[src/rtl/add_sub_pkg.sv]
// Shared definitions for the bit-serial adder/subtractor: FSM encoding and default width.
package add_sub_pkg;

  localparam int unsigned ADD_SUB_WIDTH = 8;

  typedef enum logic [1:0] {
    IDLE  = 2'd0,
    SHIFT = 2'd1,
    DONE  = 2'd2
  } state_e;

endpackage

[src/rtl/full_adder.sv]
// One-bit full adder used as the per-bit arithmetic core of serial_add_sub.
module full_adder (
  input  logic a,
  input  logic b,
  input  logic cin,
  output logic s,
  output logic cout
);

  assign s    = a ^ b ^ cin;
  assign cout = (a & b) | (cin & (a ^ b));

endmodule

[src/rtl/serial_add_sub.sv]
// Bit-serial add/subtract, one bit per clock, LSB first; fixed WIDTH-cycle latency.
// Optional signed-overflow output ovf enabled by defining SERIAL_ADD_SUB_OVF_EN.
module serial_add_sub
  import add_sub_pkg::*;
#(
  parameter int unsigned WIDTH = ADD_SUB_WIDTH
) (
  input  logic             clk,
  input  logic             rst_n,
  input  logic             start,
  input  logic             sub,
  input  logic [WIDTH-1:0] a,
  input  logic [WIDTH-1:0] b,
  output logic             busy,
  output logic             done,
  output logic [WIDTH-1:0] result,
  output logic             cout
`ifdef SERIAL_ADD_SUB_OVF_EN
  ,
  output logic             ovf
`endif
);

  localparam int unsigned CNT_W = $clog2(WIDTH);
  localparam logic [CNT_W-1:0] LAST_BIT = CNT_W'(WIDTH - 1);

  state_e           state_q, state_d;
  logic [WIDTH-1:0] a_q, a_d;
  logic [WIDTH-1:0] b_q, b_d;
  logic             carry_q, carry_d;
  logic [CNT_W-1:0] cnt_q, cnt_d;
  logic [WIDTH-1:0] result_q, result_d;
  logic             cout_q, cout_d;
  logic             busy_q, busy_d;
  logic             done_q, done_d;
`ifdef SERIAL_ADD_SUB_OVF_EN
  logic             ovf_q, ovf_d;
`endif

  logic fa_s;
  logic fa_co;

  full_adder u_fa (
    .a    (a_q[0]),
    .b    (b_q[0]),
    .cin  (carry_q),
    .s    (fa_s),
    .cout (fa_co)
  );

  // Sum bits enter a_q from the MSB side, so after WIDTH shifts a_q holds the full result.
  always_comb begin
    state_d  = state_q;
    a_d      = a_q;
    b_d      = b_q;
    carry_d  = carry_q;
    cnt_d    = cnt_q;
    result_d = result_q;
    cout_d   = cout_q;
`ifdef SERIAL_ADD_SUB_OVF_EN
    ovf_d    = ovf_q;
`endif

    case (state_q)
      IDLE, DONE: begin
        if (start) begin
          a_d     = a;
          b_d     = sub ? ~b : b;
          carry_d = sub;
          cnt_d   = '0;
          state_d = SHIFT;
        end else begin
          state_d = IDLE;
        end
      end
      SHIFT: begin
        a_d     = {fa_s, a_q[WIDTH-1:1]};
        b_d     = {1'b0, b_q[WIDTH-1:1]};
        carry_d = fa_co;
        cnt_d   = cnt_q + CNT_W'(1);
        if (cnt_q == LAST_BIT) begin
          state_d  = DONE;
          result_d = {fa_s, a_q[WIDTH-1:1]};
          cout_d   = fa_co;
`ifdef SERIAL_ADD_SUB_OVF_EN
          ovf_d    = carry_q ^ fa_co;
`endif
        end
      end
      default: state_d = IDLE;
    endcase

    busy_d = (state_d == SHIFT);
    done_d = (state_d == DONE);
  end

  always_ff @(posedge clk or negedge rst_n) begin
    if (!rst_n) begin
      state_q  <= IDLE;
      a_q      <= '0;
      b_q      <= '0;
      carry_q  <= 1'b0;
      cnt_q    <= '0;
      result_q <= '0;
      cout_q   <= 1'b0;
      busy_q   <= 1'b0;
      done_q   <= 1'b0;
`ifdef SERIAL_ADD_SUB_OVF_EN
      ovf_q    <= 1'b0;
`endif
    end else begin
      state_q  <= state_d;
      a_q      <= a_d;
      b_q      <= b_d;
      carry_q  <= carry_d;
      cnt_q    <= cnt_d;
      result_q <= result_d;
      cout_q   <= cout_d;
      busy_q   <= busy_d;
      done_q   <= done_d;
`ifdef SERIAL_ADD_SUB_OVF_EN
      ovf_q    <= ovf_d;
`endif
    end
  end

  assign busy   = busy_q;
  assign done   = done_q;
  assign result = result_q;
  assign cout   = cout_q;
`ifdef SERIAL_ADD_SUB_OVF_EN
  assign ovf    = ovf_q;
`endif

endmodule

[config.mk]
export PLATFORM = sky130hd
export DESIGN_NAME = serial_add_sub
export DESIGN_NICKNAME = d
export VERILOG_FILES = /design/src/rtl/add_sub_pkg.sv /design/src/rtl/full_adder.sv /design/src/rtl/serial_add_sub.sv
export SDC_FILE = /design/constraint.sdc
export NUM_CORES = 1
export LEC_CHECK = 0
export ABC_AREA = 1
export CAP_MARGIN = 5
export CORE_MARGIN = 1
export CORE_UTILIZATION = 41
export DETAILED_ROUTE_END_ITERATION = 7
export PLACE_DENSITY = 0.77
export SKIP_LAST_GASP = 1
export SLEW_MARGIN = 20
export SYNTH_ARGS = -nofsm -noshare
export SYNTH_HDL_FRONTEND = slang
export SYNTH_SLANG_ARGS = --single-unit
[constraint.sdc]
create_clock -name clk -period 3.25 [get_ports clk]
set_input_delay 0.325 -clock clk [delete_from_list [all_inputs] [get_ports clk]]
set_output_delay 0.325 -clock clk [all_outputs]
set_load 0.01 [all_outputs]
* After elaboration in Yosys (flattened, before gate mapping)
Index checks and enable logic that the tools add are counted.
** Storage, ports and cells
- Flip-flop bits (word level) :: 33
- Input bits :: 20
- Output and inout port bits :: 11
- Logic and storage cells :: 39
** Operators by class
- Add/subtract/negate cells :: 1
- Equal/unequal tests :: 6
- Multiplexer cells :: 12
- Bitwise operators :: 6
- Reduce and logical (&&, ||, !) cells :: 5
** Operators by type and width (count)
- $pmux 8 s2 :: 2
- $mux 8 :: 3
- $not 8->8 :: 1
- $pmux 3 s2 :: 1
- $eq 2x1->1 const B :: 2
- $eq 2x2->1 const B :: 2
- $pmux 2 s2 :: 1
- $reduce_and 2->1 :: 2
- $add 3x1->3 const B :: 1
- $eq 3x3->1 const B :: 1
- $mux 3 :: 1
- $and 1x1->1 :: 2
- $logic_not 2->1 :: 1
- $mux 1 :: 2
- $mux 2 :: 1
- $ne 2x2->1 const B :: 1
- $pmux 1 s2 :: 1
- $reduce_bool 2->1 :: 1
- $reduce_or 2->1 :: 1
- $xor 1x1->1 :: 2
- $or 1x1->1 :: 1

* Logic depth before layout (Yosys ltp)
Gate-level depths: netlist (run 1).
- Word-level depth :: 4
- Gate-level depth with buffers :: 7
- Mapped depth without buffers :: 6

* Cells and area by module
Synthesis (run 1) repeated with hierarchy kept, for this count alone.
** Unflattened totals
- Cells, all modules :: 202
- Area, all modules :: 1586.5 um^2
** Modules (own cells, without submodules)
- serial_add_sub :: times used 1, cells each 201, area an instance 1566.5 um^2, seq. area each 825.8 um^2
- full_adder :: times used 1, cells each 1, area an instance 20.0 um^2, seq. area each 0.0 um^2

* Worst setup path after synthesis (run 1)
No wires, ideal clock.
- Path kind :: reg-to-reg
- Start point :: register carry_q
- End point :: register a_q[7]
- Library setup time :: 0.065 ns
- Data arrival time :: 1.125 ns
- Data required time :: 3.185 ns
- Slack :: 2.060 ns
- Cell stages (with the launch flop) :: 6
- Buffers on the path :: 0
- Clock period less this slack :: 1.190 ns
- Path through :: dfrtp_1 -> fa_1 -> nand3_1 -> nand2_1 -> inv_1 -> nand2_1
** On the way
- Word-level cells in the longest chain between the ends :: 2
** RTL lines
- from (decl) :: line serial_add_sub.sv:30 : logic carry_q, carry_d;
- from (signal assigned) :: line serial_add_sub.sv:115 : carry_q <= carry_d;
- $xor 1x1->1 :: line full_adder.sv:10 : assign s = a ^ b ^ cin;
- named net fa_s :: line serial_add_sub.sv:40 : logic fa_s;
- $pmux 8 s2 :: line serial_add_sub.sv:64 : case (state_q)
- to (signal assigned) :: line serial_add_sub.sv:100 : a_q <= '0;
- to (signal assigned) :: line serial_add_sub.sv:113 : a_q <= a_d;
- to (decl) :: line serial_add_sub.sv:28 : logic [WIDTH-1:0] a_q, a_d;
The timed path passes the listed nets, and every way through them passes these cells.
A chain may end at the register's enable or synchronous reset.

* Final worst setup path (run 1)
- Start point :: register state_q[0]
- End point :: register cnt_q[1]
** On the way
- Word-level cells in the longest chain between the ends :: 4
- Elaborated cells on any way between the ends :: 8
- Classes of those cells :: eq/ne: 3; mux: 1; reduce/logical: 4
** RTL lines
- from (decl) :: line serial_add_sub.sv:27 : state_e state_q, state_d;
- from (signal assigned) :: line serial_add_sub.sv:112 : state_q <= state_d;
- $eq 2x2->1 / $logic_not 2->1 (equally long branches) :: line serial_add_sub.sv:64
- $reduce_or 2->1 :: line serial_add_sub.sv:64
- $ne 2x2->1 (no line) / $reduce_bool 2->1 (equally long branches)
- $reduce_and 2->1 (no line)
- to (signal assigned) :: line serial_add_sub.sv:116 : cnt_q <= cnt_d;
- to (decl) :: line serial_add_sub.sv:31 : logic [CNT_W-1:0] cnt_q, cnt_d;
Several ways; a longest one is shown, not always the timed one.

==> flow_summary.json, run 1 <==
{
  "yosysTopAreaCellShare_pct": 51.8,
  "routed_via_density": 4.81,
  "syn_area_sq_mm": 0.00160,
  "h-tree-depth": 2,
  "finalHoldViolCount": 0,
  "synth_top_area_cell": "dfrtp_1",
  "synth_edf_count": 0,
  "numCtsBuffers": 5,
  "grt_pass1_wl_um": 5350,
  "nNetsFinal": 258,
  "wl_um": 3150,
  "hp-class": "reg2reg",
  "end_kind": "flop",
  "required_ps": 3470,
  "io_pins": 31,
  "drt_iter0_drc": 85,
  "final_cells": 283,
  "slew_headroom_pct": 42.2,
  "synth_xor_area_share_pct": 0,
  "cts-root-buf": "clkbuf_8",
  "tritoncts": "done",
  "arrival_ps": 1890,
  "synthDistinctLibCells": 17,
  "yosys_most_used_dff": "dfrtp_1",
  "p_leak_nw": 1.04,
  "synth_mux_area_share_pct": 0,
  "initial_core_util_pct": 43.2,
  "grt_max_degree": 20,
  "via_count": 1361,
  "die-area_sq_mm": 0.00414,
  "synth_compound_area_share_pct": 0.941,
  "drv_cap": 0,
  "cts_setup_buffers": 0,
  "chipWidth_um": 64.4,
  "synth_nets": 227,
  "grt_pass1_vias": 1197,
  "drt_first_pass_iters": 4,
  "setup_viol": 0,
  "area_growth_pct": 25.6,
  "path_class": "reg2reg",
  "post-route-util_pct": 54.3,
  "fin_crit_ps": 1670,
  "post-route-period-util_pct": 51.4,
  "max_freq_ghz": 0.598,
  "track_usage_pct": 17.1,
  "outcome": "completed",
  "worstSkewPairLatency_ps": 270,
  "slew_violations": 0,
  "yosysMostFrequentCell": "nand2_1",
  "antenna_found_initial": 0,
  "ant_nets": 0,
  "port_buffers": 30,
  "n_fill_cell": 378,
  "diodes": 0,
  "drive_gt1_share_pct": 6.81,
  "yosys.area_share.adder_pct": 2.82,
  "postSynthAreaPerCell_sq_um": 7.82,
  "worst_pin_slew_ps": 864,
  "placed_area_sq_mm": 0.00192,
  "worst_setup_path_start_kind": "flop",
  "drc": 0,
  "clk_pin_slew_ps": 60,
  "design_area_sq_mm": 0.00200,
  "total_power_mw": 1.80,
  "dp.cells": 276,
  "core_sq_mm": 0.00369,
  "async_reset_ff_share_pct": 100,
  "multi_input_area_sq_um": 633,
  "yosys-top-cells-count": "nand2_1 (87), nand3_1 (39), dfrtp_1 (33)",
  "clkSinkCount": 33,
  "synth_top_family_by_area": "simple AND/OR/NAND/NOR gates",
  "place.gp.congestion": 0.847,
  "holdBufCountCts": 0,
  "yosysSeqAreaShare_pct": 51.8,
  "ys_seq_elements": 33,
  "cts_resized": 0,
  "synth_area_leaders": "dfrtp_1 (52%), nand2_1 (20%), nand3_1 (12%)",
  "tns_ps": 0,
  "dpl.hpwl_um": 2260,
  "clockBufferDepth": 2,
  "yosysWarnings": 0,
  "rsz0062_at_grt": "false",
  "ir_worst_vdd_mv": 0.298,
  "synth_simple_gate_area_share_pct": 35.9,
  "gr-total-overflow": 0,
  "seq_area_sq_um": 826,
  "fp.dieH_um": 64.4,
  "routedWlPerCell_um": 11.1,
  "powerDensity_mw_per_mm2": 901,
  "fin_worst_skew_ps": 2.98,
  "crit_fanout": 12,
  "synth_cells": 204,
  "row_count": 22
}
-- through the flow --
| stage | worst slack [ps] | hold slack [ps] |
|---|---|---|
| after floorplan | 2060 | 29.4 |
| after global placement | 1410 | 457 |
| after detailed placement | 1370 | 465 |
| after CTS | 1590 | 482 |
| after global routing | 1410 | 506 |
| final | 1580 | 480 |
-- report_power, final --
part	switching, mW	total, mW	internal (mW)	leakage, nW
clock	0.133	0.301	0.168	0.0443
sequential	0.138	0.750	0.612	0.404
combinational	0.415	0.754	0.339	0.590
-- layout by cell type (no fill, tap or decap) --
master           count
a21oi_1              1
nand3_1             39
nand2_1             87
nor2_1               4
dfrtp_1             33
o21ai_0              2
ha_1                 2
nor2_4               1
clkbuf_8             6
clkbuf_1             1
buf_4                2
clkdlybuf4s50_1     30
inv_2                3
inv_1               19
nor2_2               2
nand2_2              2
fa_1                 1
-- logic make-up (layout without fill, tap and decap cells) --
group,after synthesis,count (layout)
compound gates,3,3
flops,33,33
buf+inv,30,61
simple gates,135,135
fa+ha+maj,3,3
-- state kept, by name, indices dropped and copies added, names as in the netlist --
register	count
a_q	8
busy	1
cout	1
b_q	8
cnt_q	3
carry_q	1
result	8
state_q	2
done	1
-- per-layer routing --
metal  routed length, um  share of wire (%)  GRT usage (%)
met5                   0                  0              0
met4                  21               0.67           5.28
met3                 115                3.7           4.82
met2                1500                 48           26.6
met1                1510                 48           23.0
-- path summary, 6_finish.rpt --
kind | from | endpoint | slack [ps] | depth (start not counted)
worst max-delay path | state_q[0] | cnt_q[1] | 1580 | 6
worst min-delay path | result[4] | result[4] | 480 | 2
worst max register to register | state_q[0] | cnt_q[1] | 1580 | 6
worst min register to register | result[4] | result[4] | 480 | 2
max in group asynchronous | rst_n | a_q[0] | 2060 | 2
min in group asynchronous | rst_n | result[4] | 540 | 1
-- cell type report --
cell class,instances,area share (%)
clock buffers,7,4.31
inverters,22,4.12
well taps,48,3.00
multi-input cells,141,31.6
flip-flops and latches,33,41.2
repair buffers,32,15.7
-- critical path, cell delays in order (launching register included) --
cell	delay (ps)
dfrtp_1	610
inv_2	210
nand2_1	310
nand2_1	140
inv_2	190
nand2_1	80
nand2_1	60
Power figures use the tool's default switching activity.
==> run 2, diff against run 1 <==
Clock period 3.25 ns to 1.6 ns, I/O delays scaled along.
==> flow_summary.json, run 2 (synthesized netlist as in run 1, its figures left out) <==
{
  "routedWlPerCell_um": 11.4,
  "crit_cells": 1,
  "wl_um": 3300,
  "ant_nets": 0,
  "final_cells": 290,
  "final_cell_mix": "nand2_1 (87), nand3_1 (39), dfrtp_1 (33)",
  "rsz0062_at_grt": "false",
  "hold_ws_ps": 265,
  "die-area_sq_mm": 0.00414,
  "post-route-period-util_pct": 85.2,
  "cp_num_buf_inv": 1,
  "dpl.hpwl_um": 2370,
  "max_freq_ghz": 0.734,
  "clkSinkCount": 33,
  "worstSkewPairLatency_ps": 290,
  "end_kind": "output pin",
  "clockBufferDepth": 2,
  "drt_iter0_drc": 100,
  "crit_chain": "clkdlybuf4s50_1",
  "finalHoldViolCount": 0,
  "drive_gt1_share_pct": 9.92,
  "hp-class": "in2async",
  "powerDensity_mw_per_mm2": 1870,
  "tritoncts": "done",
  "holdBufCountCts": 0,
  "setup_viol": 0,
  "fp.dieH_um": 64.4,
  "placed_area_sq_mm": 0.00196,
  "arrival_ps": 1200,
  "drt_first_pass_iters": 4,
  "rr_endpoint": "cout",
  "io_pins": 31,
  "cts_resized": 0,
  "place.gp.congestion": 0.782,
  "fin_worst_skew_ps": 6.73,
  "slowest_delay_ps": 540,
  "crit_fanout": 2,
  "grt_pass1_wl_um": 5730,
  "seq_area_sq_um": 826,
  "r2r_setup_slack_ps": 260,
  "path_class": "reg2out",
  "post-route-util_pct": 55.9,
  "crit_family": "buffers and inverters",
  "chipWidth_um": 64.4,
  "tns_ps": 0,
  "slew_headroom_pct": 72.7,
  "core_sq_mm": 0.00369,
  "grt_pass1_vias": 1298,
  "clk_pin_slew_ps": 70,
  "drc": 0,
  "worst_setup_path_start_kind": "flop",
  "worst_pin_slew_ps": 410,
  "port_buffers": 30,
  "fin_crit_ps": 1360,
  "nNetsFinal": 264,
  "via_count": 1389,
  "track_usage_pct": 18.3,
  "antenna_found_initial": 0,
  "cp_slowest_cell": "clkdlybuf4s50_1",
  "ir_worst_vdd_mv": 0.703,
  "gr-total-overflow": 0,
  "design_area_sq_mm": 0.00206,
  "multi_input_area_sq_um": 633,
  "p_leak_nw": 1.08,
  "initial_core_util_pct": 43.2,
  "grt_max_degree": 34,
  "h-tree-depth": 2,
  "dp.cells": 282,
  "numCtsBuffers": 5,
  "diodes": 0,
  "n_fill_cell": 357,
  "regToRegStartpoint": "cnt_q[0]",
  "layout_commonest_cell": "nand2_1",
  "outcome": "completed",
  "cts-root-buf": "clkbuf_8",
  "reg2reg_depth": 7,
  "routed_via_density": 4.79,
  "drv_cap": 0,
  "slew_violations": 0,
  "area_growth_pct": 29.3,
  "required_ps": 1440,
  "row_count": 22,
  "cts_setup_buffers": 0
}
run 2: report_power, final:
| group | switching [mW] | internal [mW] |
|---|---|---|
| Combinational | 0.900 | 0.762 |
| Clock | 0.305 | 0.389 |
| Sequential | 0.266 | 1.24 |
| Total | 1.47 | 2.39 |
run 2: per-stage QoR:
stage / power (mW) / setup slack [ps]
floorplan: 2.60 / 410
global placement: 3.12 / 278
detailed placement: 3.20 / 263
CTS: 3.91 / 225
global route: 4.20 / 175
finish: 3.86 / 237
run 2: how the worst max path moves through the flow:
stage,from,end
finish,result[1],result[1]
global route,cnt_q[0],cout
CTS,result[1],result[1]
detailed placement,cnt_q[0],cout
global placement,start,b_q[0]
floorplan,carry_q,a_q[7]
run 2: area by class of cell:
| cell class | count | area share (%) |
|---|---|---|
| tap | 48 | 2.91 |
| inverter | 22 | 4.00 |
| multi-input combinational | 141 | 30.7 |
| sequential | 33 | 40.0 |
| timing repair buffer | 38 | 17.5 |
| clock buffer | 7 | 4.67 |
| clock inverter | 1 | 0.243 |
run 2: metal layers:
metal  share of wire, %  vias to the layer above  track usage [%]
met5                  0                        -                0
met4                1.4                        0             7.50
met3                5.3                        7             4.82
met2                 48                       40             29.9
met1                 46                      637             22.8
li1                   -                      705                -
==> run 3, diff against run 2 <==
--- a/config.mk
+++ b/config.mk
@@ -12,3 +12,3 @@
 export DETAILED_ROUTE_END_ITERATION = 7
-export PLACE_DENSITY = 0.77
+export PLACE_DENSITY = 0.67
 export SKIP_LAST_GASP = 1
--- a/constraint.sdc
+++ b/constraint.sdc
@@ -3,2 +3,2 @@
 set_output_delay 0.16 -clock clk [all_outputs]
-set_load 0.01 [all_outputs]
+set_load 0.005 [all_outputs]
==> flow_summary.json, run 3 (synthesized netlist as in run 1, its figures left out) <==
{
  "area_growth_pct": 28.2,
  "clockBufferDepth": 2,
  "hp-class": "in2async",
  "cts_setup_buffers": 0,
  "fin_worst_skew_ps": 6.89,
  "antenna_found_initial": 0,
  "drt_first_pass_iters": 4,
  "post-route-period-util_pct": 83.8,
  "drt_iter0_drc": 160,
  "drc": 0,
  "tns_ps": 0,
  "io_pins": 31,
  "dp.cells": 282,
  "slowest_delay_ps": 390,
  "tritoncts": "done",
  "place.gp.congestion": 0.792,
  "nNetsFinal": 264,
  "cts_resized": 0,
  "placed_area_sq_mm": 0.00196,
  "crit_chain": "ha_1 > ha_1 > inv_1 > nor2_2 > buf_4 > nand2_1 > nand2_1",
  "drv_cap": 0,
  "routedWlPerCell_um": 10.8,
  "cp_slowest_cell": "dfrtp_1",
  "h-tree-depth": 2,
  "slew_headroom_pct": 72.6,
  "grt_max_degree": 34,
  "regToRegStartpoint": "cnt_q[0]",
  "grt_pass1_wl_um": 6130,
  "max_freq_ghz": 0.746,
  "setup_viol": 0,
  "ant_nets": 0,
  "wl_um": 3140,
  "track_usage_pct": 19.7,
  "worstSkewPairLatency_ps": 280,
  "crit_fanout": 10,
  "row_count": 22,
  "clkSinkCount": 33,
  "numCtsBuffers": 5,
  "rsz0062_at_grt": "false",
  "worst_pin_slew_ps": 411,
  "via_count": 1371,
  "total_power_mw": 3.65,
  "holdBufCountCts": 0,
  "cts-root-buf": "clkbuf_8",
  "cp_num_buf_inv": 2,
  "finalHoldViolCount": 0,
  "grt_pass1_vias": 1355,
  "dpl.hpwl_um": 2240,
  "powerDensity_mw_per_mm2": 1790,
  "arrival_ps": 1520,
  "startpoint": "cnt_q[0]",
  "port_buffers": 30,
  "outcome": "completed",
  "n_fill_cell": 358,
  "path_class": "reg2reg",
  "p_leak_nw": 1.07,
  "worst_setup_path_start_kind": "flop",
  "die-area_sq_mm": 0.00414,
  "initial_core_util_pct": 43.2,
  "final_cell_mix": "nand2_1 (87), nand3_1 (39), dfrtp_1 (33)",
  "r2r_setup_slack_ps": 260,
  "reg2reg_depth": 7,
  "ir_worst_vdd_mv": 0.724,
  "design_area_sq_mm": 0.00204,
  "required_ps": 1780,
  "chipWidth_um": 64.4,
  "routed_via_density": 4.73,
  "layout_commonest_cell": "nand2_1",
  "fin_crit_ps": 1340,
  "crit_family": "adder cells",
  "final_cells": 290,
  "slew_violations": 0,
  "fp.dieH_um": 64.4,
  "clk_pin_slew_ps": 60,
  "core_sq_mm": 0.00369,
  "diodes": 0,
  "end_kind": "flop",
  "gr-total-overflow": 0,
  "drive_gt1_share_pct": 9.50,
  "rr_endpoint": "result[0]"
}
[run 3: changes by cell type in the layout (fill, tap and decap cells not counted), sizes merged]
cell / previous run / this run
clkbuf: 7 / 6
clkinv: 1 / 2
[run 3: per-stage QoR]
stage,setup slack [ps],util [%],hold slack [ps]
after floorplan,410,-,-136
after global placement,308,53.2,459
after detailed placement,260,53.2,465
final,259,55.4,280
after CTS,247,55.4,287
after global routing,163,55.4,327
[run 3: final cells by class]
class | instances | area (sq um) | share of cell area, %
tap | 48 | 60.1 | 2.94
timing repair buffer | 38 | 360 | 17.6
clock buffer | 6 | 72.6 | 3.55
sequential | 33 | 826 | 40.4
multi-input combinational | 141 | 633 | 31.0
inverter | 22 | 82.6 | 4.04
clock inverter | 2 | 10.0 | 0.490
[run 3: worst max-delay path by stage]
stage | to | cells after the start
final | result[0] | 7
after global routing | result[0] | 7
after CTS | result[6] | 7
after detailed placement | result[6] | 7
after global placement | result[3] | 7
after floorplan | a_q[7] | 5
[run 3: routing by layer]
layer | track usage [%] | part of all wire, % | vias up
met5 | 0 | 0 | -
met4 | 11.9 | 1.2 | 0
met3 | 3.75 | 3.8 | 4
met2 | 29.7 | 48 | 30
met1 | 26.0 | 47 | 630
li1 | - | - | 707
[run 3: report_power, final]
group / internal [mW] / switching (mW) / total, mW
clock: 0.301 / 0.286 / 0.587
sequential: 1.24 / 0.245 / 1.49
combinational: 0.744 / 0.833 / 1.58
total: 2.29 / 1.36 / 3.65
